===== src/rtl/fft_pkg.sv =====
`default_nettype none
// +----------------------------------------------------------------------------+
// | Package  : fft_pkg                                                         |
// | Purpose  : Shared FFT framing constants and peak-finder state encoding,    |
// |            common to fft_peak_finder and note_lookup.                      |
// | Contents : FFT_SIZE, MAG_WIDTH, BIN_WIDTH, MIN_BIN, MAX_BIN, peak_state_t  |
// | Revision : 1.0 - initial release                                           |
// +----------------------------------------------------------------------------+
package fft_pkg;

  localparam int FFT_SIZE  = 1024;
  localparam int MAG_WIDTH = 32;
  localparam int BIN_WIDTH = $clog2(FFT_SIZE);

  // Candidate window: skip DC and the mirrored upper half of the spectrum.
  localparam int MIN_BIN = 1;
  localparam int MAX_BIN = FFT_SIZE / 2 - 1;

  typedef enum logic [0:0] {
    SCAN   = 1'b0,
    RESYNC = 1'b1
  } peak_state_t;

endpackage : fft_pkg
`default_nettype wire


===== src/rtl/peak_cmp.sv =====
`default_nettype none
// +----------------------------------------------------------------------------+
// | Module   : peak_cmp                                                        |
// | Purpose  : Combinational qualify-and-compare for one magnitude beat:       |
// |            bin window check, threshold check, strict greater-than against  |
// |            the current best.                                               |
// | Ports    : i_bin        - bin index of the current beat                    |
// |            i_mag        - magnitude of the current beat                    |
// |            i_thr        - threshold in force for this beat                 |
// |            i_best_mag   - magnitude of the current best candidate          |
// |            i_best_valid - a best candidate exists in this frame            |
// |            o_take       - beat becomes the new best                        |
// | Revision : 1.0 - initial release                                           |
// +----------------------------------------------------------------------------+
module peak_cmp #(
  parameter int BIN_WIDTH = fft_pkg::BIN_WIDTH,
  parameter int MAG_WIDTH = fft_pkg::MAG_WIDTH,
  parameter int MIN_BIN   = fft_pkg::MIN_BIN,
  parameter int MAX_BIN   = fft_pkg::MAX_BIN
) (
  input  logic [BIN_WIDTH-1:0] i_bin,
  input  logic [MAG_WIDTH-1:0] i_mag,
  input  logic [MAG_WIDTH-1:0] i_thr,
  input  logic [MAG_WIDTH-1:0] i_best_mag,
  input  logic                 i_best_valid,
  output logic                 o_take
);

  localparam logic [BIN_WIDTH-1:0] c_MIN_BIN = BIN_WIDTH'(MIN_BIN);
  localparam logic [BIN_WIDTH-1:0] c_MAX_BIN = BIN_WIDTH'(MAX_BIN);

  logic w_in_window;
  logic w_meets_thr;
  logic w_beats_best;

  assign w_in_window  = (i_bin >= c_MIN_BIN) && (i_bin <= c_MAX_BIN);
  assign w_meets_thr  = (i_mag >= i_thr);
  // Strictly greater: on a tie the earlier (lower) bin is kept.
  assign w_beats_best = !i_best_valid || (i_mag > i_best_mag);

  assign o_take = w_in_window && w_meets_thr && w_beats_best;

endmodule : peak_cmp
`default_nettype wire


===== src/rtl/fft_peak_finder.sv =====
`default_nettype none
// +----------------------------------------------------------------------------+
// | Module   : fft_peak_finder                                                 |
// | Purpose  : Tracks the largest FFT magnitude inside a bin window over one   |
// |            streamed frame and reports its bin at frame end. Frames with no |
// |            qualifying bin or with bad framing produce status pulses.       |
// | Ports    : clk_in        - system clock                                    |
// |            rst_in        - asynchronous active-low reset                   |
// |            mag_data_in   - magnitude of current bin                        |
// |            mag_valid_in  - beat valid (no backpressure)                    |
// |            mag_last_in   - final beat of frame                             |
// |            threshold_in  - minimum peak, sampled on first beat of frame    |
// |            bin_index_out - winning bin, held until next ready pulse        |
// |            peak_mag_out  - winning magnitude, held with bin_index_out      |
// |            ready_out     - 1-cycle pulse, new peak on outputs              |
// |            no_peak_out   - 1-cycle pulse, no bin met threshold             |
// |            frame_err_out - 1-cycle pulse, framing error                    |
// | Revision : 1.0 - initial release                                           |
// +----------------------------------------------------------------------------+
module fft_peak_finder #(
  parameter int FFT_SIZE  = fft_pkg::FFT_SIZE,
  parameter int MAG_WIDTH = fft_pkg::MAG_WIDTH,
  parameter int BIN_WIDTH = $clog2(FFT_SIZE),
  parameter int MIN_BIN   = fft_pkg::MIN_BIN,
  parameter int MAX_BIN   = FFT_SIZE / 2 - 1
) (
  input  logic                 clk_in,
  input  logic                 rst_in,
  input  logic [MAG_WIDTH-1:0] mag_data_in,
  input  logic                 mag_valid_in,
  input  logic                 mag_last_in,
  input  logic [MAG_WIDTH-1:0] threshold_in,
  output logic [BIN_WIDTH-1:0] bin_index_out,
  output logic [MAG_WIDTH-1:0] peak_mag_out,
  output logic                 ready_out,
  output logic                 no_peak_out,
  output logic                 frame_err_out
);

  import fft_pkg::*;

  localparam logic [BIN_WIDTH-1:0] c_LAST_BIN = BIN_WIDTH'(FFT_SIZE - 1);

  peak_state_t r_state;
  peak_state_t w_state_nxt;

  logic [BIN_WIDTH-1:0] r_cnt;
  logic [MAG_WIDTH-1:0] r_thr;
  logic [MAG_WIDTH-1:0] r_best_mag;
  logic [BIN_WIDTH-1:0] r_best_bin;
  logic                 r_best_valid;
  logic [BIN_WIDTH-1:0] r_bin_index;
  logic [MAG_WIDTH-1:0] r_peak_mag;
  logic                 r_ready;
  logic                 r_no_peak;
  logic                 r_frame_err;

  logic                 w_beat;
  logic                 w_first;
  logic                 w_at_end;
  logic [MAG_WIDTH-1:0] w_thr;
  logic                 w_best_valid_eff;
  logic                 w_take;
  logic                 w_new_valid;
  logic [MAG_WIDTH-1:0] w_new_mag;
  logic [BIN_WIDTH-1:0] w_new_bin;
  logic                 w_frame_end;
  logic                 w_err_early;
  logic                 w_err_missing;

  assign w_beat   = mag_valid_in && (r_state == SCAN);
  assign w_first  = (r_cnt == '0);
  assign w_at_end = (r_cnt == c_LAST_BIN);

  // The first beat of a frame opens a new search: thr_q is not loaded yet,
  // and any best left over from the previous frame must be ignored.
  assign w_thr            = w_first ? threshold_in : r_thr;
  assign w_best_valid_eff = w_first ? 1'b0 : r_best_valid;

  peak_cmp #(
    .BIN_WIDTH (BIN_WIDTH),
    .MAG_WIDTH (MAG_WIDTH),
    .MIN_BIN   (MIN_BIN),
    .MAX_BIN   (MAX_BIN)
  ) u_peak_cmp (
    .i_bin        (r_cnt),
    .i_mag        (mag_data_in),
    .i_thr        (w_thr),
    .i_best_mag   (r_best_mag),
    .i_best_valid (w_best_valid_eff),
    .o_take       (w_take)
  );

  // Best-so-far including the current beat, so the last beat counts too.
  assign w_new_valid = w_take || w_best_valid_eff;
  assign w_new_mag   = w_take ? mag_data_in : r_best_mag;
  assign w_new_bin   = w_take ? r_cnt : r_best_bin;

  always_ff @(posedge clk_in or negedge rst_in) begin
    if (!rst_in) begin
      r_state <= SCAN;
    end else begin
      r_state <= w_state_nxt;
    end
  end

  always_comb begin
    w_state_nxt   = r_state;
    w_frame_end   = 1'b0;
    w_err_early   = 1'b0;
    w_err_missing = 1'b0;
    case (r_state)
      SCAN: begin
        if (mag_valid_in) begin
          if (mag_last_in && w_at_end) begin
            w_frame_end = 1'b1;
          end else if (mag_last_in) begin
            w_err_early = 1'b1;
          end else if (w_at_end) begin
            w_err_missing = 1'b1;
            w_state_nxt   = RESYNC;
          end
        end
      end
      RESYNC: begin
        if (mag_valid_in && mag_last_in) begin
          w_state_nxt = SCAN;
        end
      end
      default: w_state_nxt = SCAN;
    endcase
  end

  always_ff @(posedge clk_in or negedge rst_in) begin
    if (!rst_in) begin
      r_cnt        <= '0;
      r_thr        <= '0;
      r_best_mag   <= '0;
      r_best_bin   <= '0;
      r_best_valid <= 1'b0;
      r_bin_index  <= '0;
      r_peak_mag   <= '0;
      r_ready      <= 1'b0;
      r_no_peak    <= 1'b0;
      r_frame_err  <= 1'b0;
    end else begin
      r_ready     <= 1'b0;
      r_no_peak   <= 1'b0;
      r_frame_err <= 1'b0;
      if (w_beat) begin
        if (w_first) begin
          r_thr <= threshold_in;
        end
        r_best_valid <= w_new_valid;
        r_best_mag   <= w_new_mag;
        r_best_bin   <= w_new_bin;
        if (w_frame_end) begin
          r_cnt <= '0;
          if (w_new_valid) begin
            r_ready     <= 1'b1;
            r_bin_index <= w_new_bin;
            r_peak_mag  <= w_new_mag;
          end else begin
            r_no_peak <= 1'b1;
          end
        end else if (w_err_early || w_err_missing) begin
          r_cnt       <= '0;
          r_frame_err <= 1'b1;
        end else begin
          r_cnt <= r_cnt + BIN_WIDTH'(1);
        end
      end else if ((r_state == RESYNC) && mag_valid_in && mag_last_in) begin
        r_cnt <= '0;
      end
    end
  end

  assign bin_index_out = r_bin_index;
  assign peak_mag_out  = r_peak_mag;
  assign ready_out     = r_ready;
  assign no_peak_out   = r_no_peak;
  assign frame_err_out = r_frame_err;

endmodule : fft_peak_finder
`default_nettype wire


===== config.mk =====
export PLATFORM = sky130hd
export DESIGN_NAME = fft_peak_finder
export DESIGN_NICKNAME = d
export VERILOG_FILES = /design/src/rtl/fft_pkg.sv /design/src/rtl/peak_cmp.sv /design/src/rtl/fft_peak_finder.sv
export SDC_FILE = /design/constraint.sdc
export NUM_CORES = 1
export LEC_CHECK = 0
export CAP_MARGIN = 10
export CORE_MARGIN = 4
export CORE_UTILIZATION = 60
export DETAILED_ROUTE_END_ITERATION = 10
export GPL_TIMING_DRIVEN = 0
export PLACE_DENSITY_LB_ADDON = 0.1
export SLEW_MARGIN = 20
export SYNTH_ARGS = -nofsm -noshare
export SYNTH_HDL_FRONTEND = slang
export SYNTH_HIERARCHICAL = 1
export SYNTH_SLANG_ARGS = --single-unit

===== constraint.sdc =====
create_clock -name clk_in -period 9.1 [get_ports clk_in]
set_input_delay 1.365 -clock clk_in [delete_from_list [all_inputs] [get_ports clk_in]]
set_output_delay 1.365 -clock clk_in [all_outputs]
set_load 0.005 [all_outputs]

==> run summary <==
status -> complete, no violations
Synth Net Count -> 789
Critical Path End Type -> flop
antenna-violating nets left -> 0
Slew HR -> 50.7%
pre-CTS setup slack -> 3.56 ns
largest stage delay on the critical path -> 0.56 ns
hpwl dp -> 12.6 mm
Critical Path AT -> 5.85 ns
Max IR drop VDD -> 0.138 mV
FF+latch count, synth -> 131
largest family of logic cells by synthesized area -> multiplexers
Syn Area/Cell -> 11.9 um2
global-route usage over all layers -> 25.2%
Top FF cell, synth -> dfrtp_1
Yosys warnings -> 6
initial antenna violation count -> 0
final non-filler cell total -> 972
Die X-Extent -> 122 um
register area share after synthesis -> 42.2%
die area -> 14,800 um2
Synth Cell Area -> 7770 um2
Post-Syn Instances -> 655
layout cell share with drive strength beyond 1 -> 29.8%
largest net degree at the start of global routing -> 80
synth unique cells -> 47
Placer Congestion -> 0.834
TritonRoute pass-1 iters -> 5
Ports -> 113
Slew Viols, Final -> 0
CTS max path bufs -> 2
Tot Pwr -> 2.33 mW
MaxCap Viol Count -> 0
RSZ-0062 raised after global routing -> no
number of post-CTS setup repair buffers -> 0
ys async rst share -> 100%
Ant. Diodes -> 0
post-layout worst setup margin -> 3.55 ns
main area contributors after synthesis -> dfrtp_1 42%, mux2_2 21%, ha_1 11%
Max Clock Skew -> 0.0110 ns
fin crit share -> 61.0%
Starting Density -> 61.4%
most common cell in the synthesized netlist -> mux2_2
Num CTS Buffers -> 17
Reg clk slew, reported paths -> 0.06 ns
post-CTS sizing -> 0
startpoint types -> flop
cell repeated most along the worst path -> clkbuf_1
# DRC -> 0
number of enable flip-flop cells after synthesis -> 0
CP Cell Sequence -> inv_1 > ha_1 > nor2b_1 > nand3_1 > clkbuf_1 > mux2_2 > inv_1 > ha_1 > a211oi_1 > nor2_1 > a211oi_1 > o21ai_0 > a31oi_1 > nor3_2 > clkbuf_1 > nand2_1 > clkbuf_1 > mux2_2
Area Overhead vs Synth -> 26.5%
initial DRC count -> 410
Post-Synth XOR/XNOR Area -> 0.225%
hold_ws -> 0.477 ns
TritonCTS clock tree -> done
WL/cell -> 18.3 um
filler cell count -> 831
share of the synthesized area in the top cell type -> 42.2%
post-synthesis simple-gate area fraction -> 6.66%
vias in the first global route -> 5,790
area of the core -> 12,700 um2
Placed Area -> 9140 um2
Worst Hold Class -> reg2reg
H-tree depth -> 4
routed vias -> 5,538
Die H -> 122 um
clk root buf -> clkbuf_16
mux contribution to synthesized area -> 29.0%
Synth Area in Compound Gates -> 6.29%
Vias per Instance -> 5.70
Port-buffer cells -> 112
Post-synth top cells -> 148 x mux2_2, 131 x dfrtp_1, 70 x inv_1
final net count -> 921
Worst-Margin Slew -> 0.732 ns
Adder-Cell Fraction of Synth Area -> 10.6%
TNS Setup -> 0 ns
Synth area leader -> dfrtp_1
Clock Sinks -> 131
hold bufs inserted after CTS -> 0
slowest CP cell -> clkbuf_1
worst-path fanout max -> 10
final setup violation count -> 0
GRT Residual Overflow -> 0
Final Cell Area -> 9830 um2
post-route minimum period -> 5.55 ns
WL final -> 17.8 mm
DP Cell Count -> 940
Final Hold Fails -> 0
Final Util -> 77.6%
Required @ worst endpoint -> 9.40 ns
LEAKAGE -> 4.67 nW
Skew-Pair Late Insertion Delay -> 0.42 ns
Peak Freq -> 180 MHz
# rows -> 41
PwrDens -> 237 nW/um2
global-route wire length before repair -> 29.4 mm
Setup CP Type -> reg2reg
## layout make-up
cell class / count / area (um2) / share of cell area (%)
multi-input combinational: 429 / 4100 / 41.7
sequential: 131 / 3280 / 33.3
timing repair buffer: 113 / 1150 / 11.7
clock buffer: 24 / 522 / 5.31
inverter: 70 / 263 / 2.67
tap: 172 / 215 / 2.19
clock inverter: 8 / 168 / 1.71
buffer: 25 / 130 / 1.32
## sequential cells by signal, indices dropped and copies added, names as in the netlist
name           flops
bin_index_out     10
frame_err_out      1
ready_out          1
r_thr             32
r_best_valid       1
r_cnt             10
r_best_bin        10
r_best_mag        32
no_peak_out        1
peak_mag_out      32
r_state            1
## critical path: cells and delay by family (launching register included)
family	cells	cell delay, ns
buf+inv	5	1.47
compound gates	4	1.19
simple gates	5	0.98
mux	2	0.82
flops	1	0.50
fa+ha+maj	2	0.44
## power by group
part / switching (mW) / internal [mW] / leakage [nW]
logic: 0.356 / 0.396 / 2.65
clock network: 0.249 / 0.537 / 0.338
registers: 0.0823 / 0.709 / 1.69
## placed cells by master (no fill, tap or decap), types with 2 or more instances in the layout
cell type | netlist | layout
a211oi_1 | 5 | 5
a21o_1 | 3 | 3
a21oi_1 | 26 | 26
a22oi_1 | 2 | 2
a31oi_1 | 5 | 5
and4_1 | 3 | 3
buf_2 | 5 | 5
buf_6 | 4 | 4
bufinv_16 | 0 | 5
clkbuf_1 | 15 | 15
clkbuf_16 | 0 | 17
clkbuf_8 | 0 | 7
clkdlybuf4s50_1 | 0 | 111
clkinv_2 | 0 | 2
dfrtp_1 | 131 | 131
ha_1 | 66 | 66
inv_1 | 70 | 70
mux2_2 | 148 | 148
mux2_4 | 39 | 39
nand2_1 | 30 | 30
nand3_1 | 10 | 10
nand4_1 | 14 | 14
nor2_1 | 10 | 10
nor2b_1 | 8 | 8
nor3_1 | 3 | 3
nor4_1 | 7 | 7
o211ai_1 | 2 | 2
o21ai_0 | 20 | 20
o21ai_1 | 3 | 3
o311ai_0 | 2 | 2
or3_1 | 2 | 2
xnor2_1 | 2 | 2
## routing by layer
layer / share of wire, % / global-route usage [%] / up-vias
met5: 0 / 0 / -
met1: 45 / 33.9 / 2764
li1: - / - / 2604
met3: 4.8 / 6.08 / 22
met2: 49 / 40.8 / 148
met4: 1.3 / 7.56 / 0
## cells by family (layout without fill, tap and decap cells)
kind of cell | Yosys count | count (layout)
mux | 187 | 187
flops | 131 | 131
simple gates | 97 | 97
xor+xnor | 2 | 2
compound gates | 77 | 77
fa+ha+maj | 66 | 66
buf+inv | 95 | 240
## final timing paths
path	from	to	slack, ns	cells past startpoint
min	r_best_bin[1]	r_best_bin[1]	0.48	2
min in group asynchronous	rst_in	r_thr[24]	0.84	1
max reg2reg	r_cnt[0]	r_best_mag[4]	3.55	18
max	r_cnt[0]	r_best_mag[4]	3.55	18
max in group asynchronous	rst_in	r_thr[4]	7.52	2
min reg2reg	r_best_bin[1]	r_best_bin[1]	0.48	2
Power figures use the tool's default switching activity.
